File: src/rtl/uart_pkg.sv
// Shared UART definitions: transmit-controller state encoding and frame-counter width.
package uart_pkg;

  localparam int FRAME_CNT_W = 16;

  localparam logic [2:0] ST_IDLE      = 3'd0;
  localparam logic [2:0] ST_POP       = 3'd1;
  localparam logic [2:0] ST_CAPTURE   = 3'd2;
  localparam logic [2:0] ST_START     = 3'd3;
  localparam logic [2:0] ST_WAIT_ACK  = 3'd4;
  localparam logic [2:0] ST_WAIT_DONE = 3'd5;
  localparam logic [2:0] ST_GAP       = 3'd6;

endpackage

File: src/rtl/uart_gap_timer.sv
// Loadable down-counter that flags its last counting clock; shared by UART TX and RX.
module uart_gap_timer #(
  parameter int CNT_W = 8
) (
  input  logic             clk,
  input  logic             rst,
  input  logic             load,
  input  logic [CNT_W-1:0] load_val,
  input  logic             count,
  output logic             done
);

  logic [CNT_W-1:0] cnt;

  always_ff @(posedge clk) begin
    if (rst) begin
      cnt <= '0;
    end else if (load) begin
      cnt <= load_val;
    end else if (count && cnt != '0) begin
      cnt <= cnt - 1'b1;
    end
  end

  // done marks the clock on which the count reaches its final value of 1
  assign done = (cnt == CNT_W'(1));

endmodule

File: src/rtl/uart_tx_fifo_ctrl.sv
// Pulls bytes from an external TX FIFO and hands them one frame at a time to a UART transmitter.
module uart_tx_fifo_ctrl
  import uart_pkg::*;
#(
  parameter int DATA_SIZE = 8,
  parameter int GAP_BITS  = 8
) (
  input  logic                   clk,
  input  logic                   rst,
  input  logic                   enable,
  input  logic [GAP_BITS-1:0]    gap_cycles,
  input  logic                   fifo_empty,
  input  logic [DATA_SIZE-1:0]   fifo_data,
  output logic                   fifo_rd_en,
  input  logic                   tx_busy,
  output logic                   tx_start,
  output logic [DATA_SIZE-1:0]   tx_data,
  output logic [FRAME_CNT_W-1:0] frames_sent,
  output logic                   active
);

  logic [2:0] state;
  logic [2:0] next_state;
  logic       frame_done;
  logic       gap_load;
  logic       gap_done;

  assign frame_done = (state == ST_WAIT_DONE) && !tx_busy;
  // gap_cycles is sampled only here, so later edits never stretch or cut the running gap
  assign gap_load   = frame_done && (gap_cycles != '0);

  always_comb begin
    next_state = state;
    case (state)
      ST_IDLE:      if (enable && !fifo_empty) next_state = ST_POP;
      ST_POP:       next_state = ST_CAPTURE;
      ST_CAPTURE:   next_state = ST_START;
      ST_START:     next_state = ST_WAIT_ACK;
      ST_WAIT_ACK:  if (tx_busy) next_state = ST_WAIT_DONE;
      ST_WAIT_DONE: if (!tx_busy) next_state = (gap_cycles == '0) ? ST_IDLE : ST_GAP;
      ST_GAP:       if (gap_done) next_state = ST_IDLE;
      default:      next_state = ST_IDLE;
    endcase
  end

  uart_gap_timer #(
    .CNT_W(GAP_BITS)
  ) u_gap_timer (
    .clk      (clk),
    .rst      (rst),
    .load     (gap_load),
    .load_val (gap_cycles),
    .count    (state == ST_GAP),
    .done     (gap_done)
  );

  // Strobes are decoded from next_state so they are registered yet coincide with their state
  always_ff @(posedge clk) begin
    if (rst) begin
      state       <= ST_IDLE;
      fifo_rd_en  <= 1'b0;
      tx_start    <= 1'b0;
      active      <= 1'b0;
      tx_data     <= '0;
      frames_sent <= '0;
    end else begin
      state      <= next_state;
      fifo_rd_en <= (next_state == ST_POP);
      tx_start   <= (next_state == ST_START);
      active     <= (next_state != ST_IDLE);
      if (state == ST_CAPTURE) tx_data <= fifo_data;
      if (frame_done) frames_sent <= frames_sent + 1'b1;
    end
  end

endmodule

File: config.mk
export PLATFORM = sky130hd
export DESIGN_NAME = uart_tx_fifo_ctrl
export DESIGN_NICKNAME = d
export VERILOG_FILES = /design/src/rtl/uart_pkg.sv /design/src/rtl/uart_gap_timer.sv /design/src/rtl/uart_tx_fifo_ctrl.sv
export SDC_FILE = /design/constraint.sdc
export NUM_CORES = 1
export LEC_CHECK = 0
export BUFFER_PORTS_ARGS = -buffer_cell sky130_fd_sc_hd__buf_4
export CAP_MARGIN = 20
export CORE_UTILIZATION = 47
export CTS_CLUSTER_DIAMETER = 200
export CTS_CLUSTER_SIZE = 24
export DETAILED_ROUTE_END_ITERATION = 12
export GPL_TIMING_DRIVEN = 0
export PLACE_DENSITY = 0.72
export SLEW_MARGIN = 15
export SYNTH_ARGS = -nofsm -noshare
export SYNTH_HDL_FRONTEND = slang
export SYNTH_SLANG_ARGS = --single-unit
File: constraint.sdc
create_clock -name clk -period 3.3 [get_ports clk]
set_clock_uncertainty 0.15 [all_clocks]
set_input_delay 0.33 -clock clk [delete_from_list [all_inputs] [get_ports clk]]
set_output_delay 0.33 -clock clk [all_outputs]
set_load 0.1 [all_outputs]
* After elaboration in Yosys (flattened, before gate mapping)
Index checks and enable logic that the tools add are counted.
** Storage, ports and cells
- Register bits after elaboration :: 38
- Latch bits :: 0
- RAM bits :: 0
- ROM bits :: 0
- Logic and storage cells :: 38
- Memories :: 0
** Operators by class
- Add/subtract/negate cells :: 2
- $mul :: 0
- Div/mod/pow operators :: 0
- $lt $le $gt $ge :: 0
- Eq/ne operators :: 9
- Shifts and indexed selects :: 0
- Muxes and demuxes :: 8
- Bitwise gates (word level) :: 0
- Reductions and logical operators :: 12
** Operators with widths (count)
- $pmux W3 S7 :: 1
- $add A16 B1 Y16 const B :: 1
- $mux W8 :: 2
- $reduce_bool A8 Y1 :: 2
- $mux W3 :: 5
- $eq A3 B2 Y1 const B :: 3
- $eq A3 B3 Y1 const B :: 3
- $eq A8 B1 Y1 const B :: 1
- $logic_not A8 Y1 :: 1
- $sub A8 B1 Y8 const B :: 1
- $eq A3 B1 Y1 const B :: 2
- $logic_and A1 B1 Y1 :: 4
- $logic_not A3 Y1 :: 1
- $reduce_bool A3 Y1 :: 1
- $logic_not A1 Y1 :: 2
- $reduce_bool A2 Y1 :: 1

* Depth between registers and ports, before layout
Gate-level depths: netlist (run 1).
- Word-level depth :: 5
- Depth in mapped cells :: 6
- Mapped depth without buffers :: 6

* Cells and area by module
A second synthesis (run 1) with hierarchy kept.
** Second synthesis, totals
- Cells, all modules :: 203
- Area, all modules :: 1860.5 sq um
** Modules (own cells, without submodules)
- uart_tx_fifo_ctrl :: times used 1, cells each 144, area an instance 1336.3 sq um, sequential area each 600.6 sq um
- uart_gap_timer :: times used 1, cells each 59, area an instance 524.3 sq um, sequential area each 160.2 sq um

* Worst setup path before layout (run 1)
OpenSTA, ideal clock, no wires.
- Path type :: register to register
- Start :: reg frames_sent[5]
- End :: reg frames_sent[14]
- Setup time :: 70 ps
- Arrival :: 2284 ps
- Required time :: 3080 ps
- Setup slack :: 796 ps
- Cell stages (with the launch flop) :: 6
- Buffers on the path :: 1
- Clock period less this slack :: 2504 ps
- Cells stage by stage :: dfxtp_1 -> and4_1 -> nand4_1 -> buf_2 -> or4_1 -> a21oi_1
** On the way
- Word-level cells in the longest chain between the ends :: 1
** Ends and longest elaborated chain
- start, declared :: line uart_tx_fifo_ctrl.sv:18 : output logic [FRAME_CNT_W-1:0] frames_sent,
- start signal, assigned :: line uart_tx_fifo_ctrl.sv:72 : if (frame_done) frames_sent <= frames_sent + 1'b1;
- $add A16 B1 Y16 :: line uart_tx_fifo_ctrl.sv:72
Every way passes these cells.
A chain may end at the register's enable or synchronous reset.

* Worst setup path after layout (run 1)
- Start :: reg state[0]
- End :: reg frames_sent[13]
** On the way
- Word-level cells in the longest chain between the ends :: 2
** Ends and longest elaborated chain
- start, declared :: line uart_tx_fifo_ctrl.sv:22 : logic [2:0] state;
- start signal, assigned :: line uart_tx_fifo_ctrl.sv:67 : state <= next_state;
- $eq A3 B3 Y1 :: line uart_tx_fifo_ctrl.sv:28 : assign frame_done = (state == ST_WAIT_DONE) && !tx_busy;
- $logic_and A1 B1 Y1 :: line uart_tx_fifo_ctrl.sv:28
Every way passes these cells.

==> results of run 1 <==
-- placed cells by master (no fill, tap or decap), types with 5 or more instances in the layout --
master / netlist / routed
sky130_fd_sc_hd__nand2_1: 14 / 14
sky130_fd_sc_hd__nand3_1: 10 / 10
sky130_fd_sc_hd__nor2_1: 18 / 18
sky130_fd_sc_hd__clkbuf_1: 6 / 6
sky130_fd_sc_hd__inv_1: 5 / 5
sky130_fd_sc_hd__and2_1: 5 / 5
sky130_fd_sc_hd__buf_2: 5 / 5
sky130_fd_sc_hd__buf_4: 1 / 47
sky130_fd_sc_hd__mux2i_1: 9 / 9
sky130_fd_sc_hd__o31ai_1: 6 / 6
sky130_fd_sc_hd__a31oi_1: 6 / 6
sky130_fd_sc_hd__or4_1: 8 / 8
sky130_fd_sc_hd__xor2_1: 5 / 5
sky130_fd_sc_hd__a21oi_1: 16 / 16
sky130_fd_sc_hd__clkbuf_8: 0 / 5
sky130_fd_sc_hd__dfxtp_1: 38 / 38
sky130_fd_sc_hd__o21ai_0: 7 / 7
-- area by class of cell --
class                           count  area, µm²
Fill cell                         347       1310
Multi-Input combinational cell    153       1000
Sequential cell                    38        761
Timing Repair Buffer               46        345
Buffer                             14       77.6
Clock buffer                        5       68.8
Clock inverter                      3       68.8
Tap cell                           48       60.1
Inverter                            5       18.8
-- flip-flops by register name, summed over array words and instances, names as in the netlist --
name             count
active               1
fifo_rd_en           1
frames_sent         16
state                3
tx_data              8
tx_start             1
u_gap_timer.cnt      8
-- synth_stat cells, types with 2 or more instances --
cell,n
sky130_fd_sc_hd__dfxtp_1,38
sky130_fd_sc_hd__nor2_1,18
sky130_fd_sc_hd__a21oi_1,16
sky130_fd_sc_hd__nand2_1,14
sky130_fd_sc_hd__nand3_1,10
sky130_fd_sc_hd__mux2i_1,9
sky130_fd_sc_hd__or4_1,8
sky130_fd_sc_hd__o21ai_0,7
sky130_fd_sc_hd__a31oi_1,6
sky130_fd_sc_hd__clkbuf_1,6
sky130_fd_sc_hd__o31ai_1,6
sky130_fd_sc_hd__and2_1,5
sky130_fd_sc_hd__buf_2,5
sky130_fd_sc_hd__inv_1,5
sky130_fd_sc_hd__xor2_1,5
sky130_fd_sc_hd__nand4_1,4
sky130_fd_sc_hd__or3_1,4
sky130_fd_sc_hd__ha_1,3
sky130_fd_sc_hd__nor3_1,3
sky130_fd_sc_hd__a21o_1,2
sky130_fd_sc_hd__and3_1,2
sky130_fd_sc_hd__buf_6,2
sky130_fd_sc_hd__nand3_4,2
sky130_fd_sc_hd__nor2b_1,2
sky130_fd_sc_hd__nor3b_1,2
sky130_fd_sc_hd__o21a_1,2
sky130_fd_sc_hd__o21bai_1,2
sky130_fd_sc_hd__xnor2_1,2
-- power by group through the flow --
stage                     registers (mW)  logic (mW)  clock network [mW]
after CTS                          0.480       0.193               0.482
after floorplan                    0.573      0.0585                   0
final                              0.479       0.193               0.474
after detailed placement           0.490       0.192                   0
after global placement             0.490       0.190                   0
after global routing               0.481       0.202               0.502
-- worst register-to-register path, stage by stage (launching register included) --
cell and delay (ns):
sky130_fd_sc_hd__dfxtp_1 0.31, sky130_fd_sc_hd__buf_2 0.18, sky130_fd_sc_hd__and4bb_1 0.23, sky130_fd_sc_hd__buf_6 0.15, sky130_fd_sc_hd__nand3_4 0.13, sky130_fd_sc_hd__or4_1 0.52
sky130_fd_sc_hd__a21oi_1 0.14
-- metal layers --
metal  track usage (%)  vias up  share of wire, %
met4              6.67        0               1.5
met2              33.1       47                44
met3              4.93        6               4.8
li1                  -      873                 -
met1              28.6      762                49
met5                 0        -                 0
-- kinds of logic (layout without fill, tap and decap cells) --
family	count (synthesis)	after routing	synth area share [%]
compound gates	49	49	16.8
fa+ha+maj	3	3	2.02
flops	38	38	40.9
simple gates	85	85	27.0
xor+xnor	7	7	3.30
mux	9	9	4.85
buf+inv	19	73	5.18
-- stage by stage --
stage / cell area, µm² / cells / hold WS (ns) / utilization (%)
after floorplan: 1860 / 210 / 0.320 / -
after global placement: 2260 / 304 / 0.312 / 60.9
after detailed placement: 2260 / 304 / 0.322 / 60.9
after CTS: 2400 / 312 / 0.112 / 64.6
after global routing: 2400 / 312 / 0.114 / 64.6
final: 2400 / 312 / 0.119 / 64.6
-- final timing paths --
check,start,end,slack (ns),cells past startpoint
setup / recovery,state[0],frames_sent[13],1.43,6
hold reg to reg,frames_sent[15],frames_sent[15],0.33,2
setup reg to reg,state[0],frames_sent[13],1.43,6
hold / removal,fifo_data[5],tx_data[5],0.12,3
==> summary.md, run 1 <==
| Metric | Value |
|---|---|
| Worst endpoint data arrival time | `approximately 2 ns` |
| Share of final-layout standard cells stronger than drive strength 1 | `between 20% and 30%` |
| Hold/Removal Path Class | `primary input to flop` |
| Largest net degree at the start of global routing | `14` |
| Starting utilization of the core area | `between 50% and 60%` |
| Min Tclk post-route | `1.87 ns` |
| Peak clock frequency supported by timing | `534 MHz` |
| Cell-internal power | `between 800 and 900 µW` |
| Width of the die | `64.9 µm` |
| Total power | `roughly 1.1 mW` |
| Final-report hold violation count | `0` |
| Average wire length per cell after detail routing | `approximately 13 µm` |
| Residual overflow from global routing | `0` |
| TritonCTS sink count | `38` |
| Result of the run | `complete, no violations` |
| Top cells by area in the synthesized netlist | `sky130_fd_sc_hd__dfxtp_1, sky130_fd_sc_hd__mux2i_1, sky130_fd_sc_hd__a21oi_1, sky130_fd_sc_hd__nor2_1, sky130_fd_sc_hd__or4_1` |
| First-pass DRT Iterations | `4` |
| P&R area growth vs syn | `29.2%` |
| Top FF cell, synth | `sky130_fd_sc_hd__dfxtp_1` |
| Sort of element at the start of the critical path | `flop` |
| Final number of setup-violating endpoints | `0` |
| Antenna cells | `0` |
| Post-synth EDFFs | `0` |
| TritonCTS clock tree | `yes` |
| Data required time at the worst endpoint | `approximately 3.4 ns` |
| Synthesis warning total | `0` |
| Final RePlAce weighted congestion | `between 0.8 and 0.9` |
| PortBufs | `46` |
| Buffers from clock root to sink, at most | `2` |
| Root buffer selected by CTS | `sky130_fd_sc_hd__clkbuf_8` |
| Remaining number of nets flagged by the antenna check after routing | `0` |
| Ports | `between 40 and 50` |
| Switching power | `310 µW` |
| Endpoint class of the critical path | `flop` |
| Area share of the largest cell type after synthesis | `40.9%` |
| Setup TNS after final layout | `0 ns` |
| CP max-delay cell | `sky130_fd_sc_hd__or4_1` |
| # Post-CTS Setup Buffers | `0` |
| Maximum vdd ir drop | `approximately 0.00035 V` |
| Number of max-cap violations | `0` |
| Area of the core | `between 3000 and 4000 µm²` |
| Residual DRC count | `0` |
| Wire length of the first global-routing pass | `between 6 and 7 mm` |
| RSZ-0062 raised after global routing | `false` |
| Number of standard-cell rows in the floorplan | `22` |
| Number of clock buffers inserted by TritonCTS | `5` |
| Die area | `around 4200 µm²` |
| Cell-by-cell listing of the critical path | `buf_2 > and4bb_1 > buf_6 > nand3_4 > or4_1 > a21oi_1` |
| Total count of max-transition violations in the final report | `0` |
| Kind of critical path | `flop to flop` |
| Wire length reported by the detailed router | `around 4.1 mm` |
| Portion of total power attributed to sequential cells | `41.8%` |
| Post-cts sizing count | `0` |
| Seq/Total Area, Yosys | `between 40% and 50%` |
| Clock transition at path regs | `~0.080 ns` |
| Largest delay share family, worst path | `simple AND/OR/NAND/NOR gates` |
| All-Layer GR Usage | `a little over a fifth` |
| Post-synthesis register bit count | `38` |
| Slew headroom | `between 60% and 70%` |
| Hold-fix buffers, CTS | `0` |
| Vias in the first global route | `1,525` |
| Leak | `a little over 0.9 nW` |
| Via count of the routed design | `1,688` |
| Transition time at the pin with the least slew margin | `roughly 0.52 ns` |
| Combinational power share | `roughly 17%` |
| Share of the cycle needed by the critical path after routing | `approximately 57%` |
| Post-synthesis cell type count | `between 40 and 50` |
| Clock power share | `about two fifths` |
| Post-synthesis instance area | `between 1500 and 2000 µm²` |
| Syn Nets | `approximately 230` |
| Area leader, netlist | `sky130_fd_sc_hd__dfxtp_1` |
| Setup slack after placement | `about 1.2 ns` |
| Final worst slack | `around 1.4 ns` |
| Share of total power consumed by net switching | `roughly 27%` |
| Cells after synthesis | `between 200 and 250` |
| Post-synthesis async set-or-reset flop share | `0%` |
| Die Y-Extent | `64.9 µm` |
| Initial antenna violation count | `0` |
| Largest fanout on the critical path | `9` |
| Placed wire-length estimate | `2.95 mm` |
| Number of buffers and inverters on the critical path | `2` |
| Worst-skew pair later-pin latency | `slightly below 0.3 ns` |
| Post-synthesis average cell area | `~8.9 µm²` |
| Maximum level of the CTS H-tree | `2` |
| Nets | `between 200 and 300` |
| PD cells | `roughly 480 nW/µm²` |
| Post-DR vias/cell | `5.41` |
| Critical Path Max Stage Delay | `about 0.52 ns` |
| Iteration-0 DRC count of the detailed router | `94` |
(Power assumes the default switching activity.)
==> run 2: changes to the inputs <==
- PLACE_DENSITY: 0.72 -> 0.75
- clock period: 3.3 -> 1.6 ns (I/O delays scaled with it)
==> summary.md, run 2 (synthesis results as in run 1) <==
| Metric | Value |
|---|---|
| Peak clock frequency supported by timing | `around 580 MHz` |
| Post-DR vias/cell | `a little under 6` |
| Register with the highest flop count | `frames_sent` |
| Setup slack after placement | `-0.288 ns` |
| Share of final-layout standard cells stronger than drive strength 1 | `roughly 48%` |
| Residual DRC count | `0` |
| Most frequent cells in the layout | `sky130_fd_sc_hd__buf_4, sky130_fd_sc_hd__nor2_1, sky130_fd_sc_hd__dfxtp_1` |
| Flip-flop count of the largest register after layout | `16` |
| Number of cells traversed by the worst hold path | `3` |
| M1 GR Usage | `about 32%` |
| Kind of critical path | `flop to flop` |
| Remaining number of nets flagged by the antenna check after routing | `0` |
| R2R cell count | `5` |
| P&R area growth vs syn | `60.1%` |
| Worst endpoint data arrival time | `1.80 ns` |
| Ports | `48` |
| Grt met2 use | `41.3%` |
| Average wire length per cell after detail routing | `16.2 µm` |
| Root buffer selected by CTS | `sky130_fd_sc_hd__clkbuf_8` |
| Final Core Density | `80.1%` |
| PD cells | `approximately 710 nW/µm²` |
| Via count of the routed design | `a little over 2,000` |
| Busiest grt layer | `met2` |
| Buffers from clock root to sink, at most | `2` |
| Number of max-cap violations | `0` |
| Nets | `between 300 and 400` |
| TritonCTS clock tree | `yes` |
| Residual overflow from global routing | `0` |
| Final number of setup-violating endpoints | `20` |
| First-pass DRT Iterations | `4` |
| Worst-skew pair later-pin latency | `a little under 0.3 ns` |
| Placed wire-length estimate | `roughly 3.0 mm` |
| Largest net degree at the start of global routing | `13` |
| Hold/Removal Path Class | `primary input to flop` |
| Data required time at the worst endpoint | `~1.7 ns` |
| RSZ-0062 raised after global routing | `true` |
| Antenna cells | `0` |
| TritonCTS sink count | `38` |
| Vias in the first global route | `1,809` |
| Clock transition at path regs | `about 0.080 ns` |
| Die Y-Extent | `64.9 µm` |
| Leading cell type in the layout, fill and taps excluded | `sky130_fd_sc_hd__buf_4` |
| Largest registers in the final layout | `frames_sent (16), tx_data (8), u_gap_timer.cnt (8)` |
| Total count of max-transition violations in the final report | `0` |
| Width of the die | `64.9 µm` |
| Die area | `4210 µm²` |
| Violations in the final reports | `negative setup slack` |
| All-Layer GR Usage | `between 20% and 30%` |
| Final-report hold violation count | `0` |
| Min Tclk post-route | `between 1.5 and 2 ns` |
| Share of the cycle needed by the critical path after routing | `109%` |
| Number of standard-cell rows in the floorplan | `22` |
| Final RePlAce weighted congestion | `0.860` |
| Transition time at the pin with the least slew margin | `approximately 0.5 ns` |
| PortBufs | `46` |
| Leak | `between 1 and 1.5 nW` |
| Wire length reported by the detailed router | `5.69 mm` |
| Initial antenna violation count | `0` |
| Result of the run | `finished, violations left` |
| Maximum vdd ir drop | `about 0.00048 V` |
| Largest fanout on the critical path | `2` |
| Iteration-0 DRC count of the detailed router | `122` |
| Slew headroom | `67.3%` |
| Area of the core | `roughly 3700 µm²` |
| Endpoint class of the critical path | `flop` |
| Wire length of the first global-routing pass | `8.16 mm` |
| Final worst slack | `-0.137 ns` |
| Met3 demand-to-capacity share in global routing | `about 6.3%` |
| Starting utilization of the core area | `roughly 50%` |
| Maximum level of the CTS H-tree | `2` |
| Sort of element at the start of the critical path | `flop` |
| Number of clock buffers inserted by TritonCTS | `5` |
-- run 2: changes by cell type in the layout (fill, tap and decap cells not counted), sizes merged --
cell         before  now
buf              54   83
dlygate4sd3       0   11
bufinv            2    0
clkbuf           11   10
clkinv            1    2
clkinvlp          0    1
o21ai             8    9
-- run 2: where the power goes --
part | leakage [nW] | internal, mW | switching (mW)
clock | 0.0416 | 0.298 | 0.348
sequential | 0.321 | 0.962 | 0.0212
combinational | 0.796 | 0.177 | 0.292
total | 1.16 | 1.44 | 0.662
-- run 2: routing by layer --
metal | wire, µm | share of wire (%)
met2 | 2870 | 50
met1 | 2400 | 42
met3 | 233 | 4.1
met5 | 0 | 0
met4 | 193 | 3.4
-- run 2: what timing repair did --
item                                   CTS  global route
gates resized for setup                 27            33
hold buffers                            11             0
setup buffers                           25             5
setup endpoints to repair               22            35
endpoints found under the hold margin   11             0
cloned                                   1             1
pin swaps                               17            23
-- run 2: final timing paths --
kind                            slack [ns]                  to             from
worst max register to register       -0.14     frames_sent[12]   frames_sent[5]
worst max-delay path                 -0.14     frames_sent[12]   frames_sent[5]
worst min register to register        0.34     frames_sent[15]  frames_sent[15]
worst min-delay path                 0.005  u_gap_timer.cnt[4]    gap_cycles[4]
-- run 2: layout make-up --
| type | count | area [µm²] |
|---|---|---|
| fillers | 242 | 739 |
| multi-input cells | 154 | 1180 |
| clock buffers | 5 | 68.8 |
| clock inverters | 3 | 16.3 |
| plain buffers | 11 | 90.1 |
| repair buffers | 88 | 724 |
| flip-flops and latches | 38 | 815 |
| well taps | 48 | 60.1 |
| inverters | 5 | 23.8 |
-- run 2: through the flow --
stage / hold slack [ns] / instance area [µm²] / setup TNS, ns / power, mW / instances
finish: 0.00532 / 2980 / -1.22 / 2.10 / 352
floorplan: 0.150 / 1930 / -1.31 / 1.29 / 210
detailed placement: 0.263 / 2330 / -3.75 / 1.39 / 304
global route: 0.00715 / 2980 / -2.52 / 2.20 / 352
global placement: 0.244 / 2330 / -3.61 / 1.39 / 304
CTS: 0.00638 / 2820 / -0.817 / 2.08 / 348
-- run 2: worst max-delay path, cell delays in order (launching register included) --
cell	delay, ns
sky130_fd_sc_hd__dfxtp_4	0.35
sky130_fd_sc_hd__and4_4	0.22
sky130_fd_sc_hd__nand4_1	0.13
sky130_fd_sc_hd__buf_4	0.18
sky130_fd_sc_hd__or4_1	0.48
sky130_fd_sc_hd__a21oi_1	0.15
==> run 3: changes to the inputs <==
- CTS_BUF_LIST: default -> sky130_fd_sc_hd__clkbuf_4 sky130_fd_sc_hd__clkbuf_8
- GPL_TIMING_DRIVEN: 0 -> default
==> summary.md, run 3 (synthesis results as in run 1) <==
| Metric | Value |
|---|---|
| Result of the run | `finished, violations left` |
| Violations in the final reports | `negative setup slack` |
| Total count of max-transition violations in the final report | `0` |
| Maximum vdd ir drop | `slightly above 0.0005 V` |
| Slew headroom | `around three quarters` |
| Total power | `a little over 2 mW` |
| Share of the cycle needed by the critical path after routing | `104%` |
| Busiest grt layer | `met2` |
| Antenna cells | `0` |
| Setup slack after placement | `-0.188 ns` |
| Critical Path Max Stage Delay | `around 0.53 ns` |
| P&R area growth vs syn | `54.8%` |
| Endpoint class of the critical path | `flop` |
| Number of standard-cell rows in the floorplan | `22` |
| Leading cell type in the layout, fill and taps excluded | `sky130_fd_sc_hd__buf_4` |
| TritonCTS sink count | `38` |
| Peak clock frequency supported by timing | `between 600 and 700 MHz` |
| R2R setup slack | `-0.07 ns` |
| Largest delay share family, worst path | `simple AND/OR/NAND/NOR gates` |
| Largest fanout on the critical path | `7` |
| R2R cell count | `4` |
| Area of the core | `3720 µm²` |
| Post-DR vias/cell | `approximately 5.4` |
| Flip-flop count of the largest register after layout | `16` |
| Sort of element at the start of the critical path | `flop` |
| Number of clock buffers inserted by TritonCTS | `5` |
| Leak | `roughly 1.1 nW` |
| Via count of the routed design | `1,906` |
| Worst-skew pair later-pin latency | `roughly 0.28 ns` |
| Starting utilization of the core area | `between 50% and 60%` |
| Transition time at the pin with the least slew margin | `about 0.39 ns` |
| Residual DRC count | `0` |
| Vias in the first global route | `about 1,900` |
| Die Y-Extent | `64.9 µm` |
| Hold/Removal Path Class | `primary input to flop` |
| Width of the die | `between 60 and 70 µm` |
| Critical R2R Launch | `state[1]` |
| Worst endpoint data arrival time | `around 1.7 ns` |
| Kind of critical path | `flop to flop` |
| Iteration-0 DRC count of the detailed router | `173` |
| Met3 demand-to-capacity share in global routing | `slightly below 4%` |
| Final RePlAce weighted congestion | `0.841` |
| Die area | `~4200 µm²` |
| PD cells | `716 nW/µm²` |
| CP max-delay cell | `sky130_fd_sc_hd__or4_4` |
| Wire length reported by the detailed router | `4.94 mm` |
| Largest net degree at the start of global routing | `22` |
| Grt met2 use | `between 40% and 50%` |
| Most frequent cells in the layout | `sky130_fd_sc_hd__buf_4, sky130_fd_sc_hd__dfxtp_1, sky130_fd_sc_hd__nor2_1` |
| Initial antenna violation count | `0` |
| Residual overflow from global routing | `0` |
| Nets | `roughly 330` |
| Critical Path Source | `state[1]` |
| Cell-by-cell listing of the critical path | `and4bb_4 > nand3_4 > or4_4 > a21oi_2` |
| RSZ-0062 raised after global routing | `true` |
| Number of max-cap violations | `0` |
| First-pass DRT Iterations | `4` |
| Min Tclk post-route | `roughly 1.7 ns` |
| Number of buffers and inverters on the critical path | `0` |
| Root buffer selected by CTS | `sky130_fd_sc_hd__clkbuf_8` |
| Placed wire-length estimate | `between 3 and 4 mm` |
| Share of final-layout standard cells stronger than drive strength 1 | `a little under half` |
| Register with the highest flop count | `frames_sent` |
| Buffers from clock root to sink, at most | `2` |
| Worst Setup EP | `frames_sent[15]` |
| PortBufs | `47` |
| Maximum level of the CTS H-tree | `2` |
| Ports | `48` |
| TritonCTS clock tree | `yes` |
| Final-report hold violation count | `0` |
| Worst reg2reg endpoint | `frames_sent[15]` |
| Wire length of the first global-routing pass | `a little over 8 mm` |
| All-Layer GR Usage | `roughly a quarter` |
| Number of cells traversed by the worst hold path | `3` |
| Average wire length per cell after detail routing | `around 14 µm` |
| Final worst slack | `-0.0658 ns` |
| Path length in cells of the critical path | `4` |
| Remaining number of nets flagged by the antenna check after routing | `0` |
| Clock transition at path regs | `0.08 ns` |
| Hold Worst Slack | `0.0118 ns` |
| Largest registers in the final layout | `frames_sent (16), tx_data (8), u_gap_timer.cnt (8)` |
| Setup TNS after final layout | `-0.368 ns` |
| M1 GR Usage | `a little under a third` |
| Data required time at the worst endpoint | `between 1.5 and 2 ns` |
| Final number of setup-violating endpoints | `10` |
-- run 3: cell types whose count changed in the layout (fill, tap and decap cells not counted), moves of 3 or more --
| cell | delta |
|---|---|
| sky130_fd_sc_hd__clkbuf_1 | -4 |
| sky130_fd_sc_hd__buf_6 | -6 |
| sky130_fd_sc_hd__o21ai_1 | -3 |
| sky130_fd_sc_hd__dfxtp_4 | -4 |
| sky130_fd_sc_hd__dfxtp_1 | +5 |
| sky130_fd_sc_hd__buf_4 | +11 |
-- run 3: worst min-delay path: stages --
cell	delay, ns
sky130_fd_sc_hd__buf_4	0.11
sky130_fd_sc_hd__nand2_1	0.05
sky130_fd_sc_hd__a31oi_1	0.07
-- run 3: where the power goes --
part | switching, mW | internal [mW] | total [mW]
clock | 0.320 | 0.317 | 0.636
combinational | 0.284 | 0.160 | 0.444
sequential | 0.0158 | 0.965 | 0.981
-- run 3: area by class of cell --
type / count / area (µm²)
inverters: 5 / 18.8
multi-input cells: 153 / 1140
fillers: 264 / 838
clock buffers: 6 / 76.3
repair buffers: 98 / 779
flip-flops and latches: 38 / 798
well taps: 48 / 60.1
clock inverters: 2 / 8.76
-- run 3: how the worst min path moves through the flow --
stage                     slack, ns          start            endpoint
after global placement         0.24   fifo_data[2]          tx_data[2]
final                          0.01  gap_cycles[5]  u_gap_timer.cnt[5]
after detailed placement       0.25   fifo_data[7]          tx_data[7]
after CTS                     0.002  gap_cycles[5]  u_gap_timer.cnt[5]
after global routing           0.02  gap_cycles[1]  u_gap_timer.cnt[1]
after floorplan                0.15  gap_cycles[2]  u_gap_timer.cnt[2]
-- run 3: metrics by stage --
stage | std cells | cell area, µm² | util, %
2_1_floorplan | 210 | 1930 | -
3_3_place_gp | 328 | 2550 | 68.7
3_5_place_dp | 328 | 2550 | 68.7
4_1_cts | 346 | 2760 | 74.3
5_1_grt | 350 | 2880 | 77.4
6_report | 350 | 2880 | 77.4
-- run 3: layer usage --
layer,part of all wire [%],vias to the layer above
li1,-,951
met1,46,885
met2,48,64
met3,5.0,6
met4,1.1,0
met5,0,-
-- run 3: repair_timing --
item / in CTS / in global routing
resized for setup: 7 / 19
hold endpoints to repair: 9 / 0
pin swaps: 2 / 10
setup endpoints to repair: 15 / 18
setup buffers: 1 / 4
hold buffers: 9 / 0
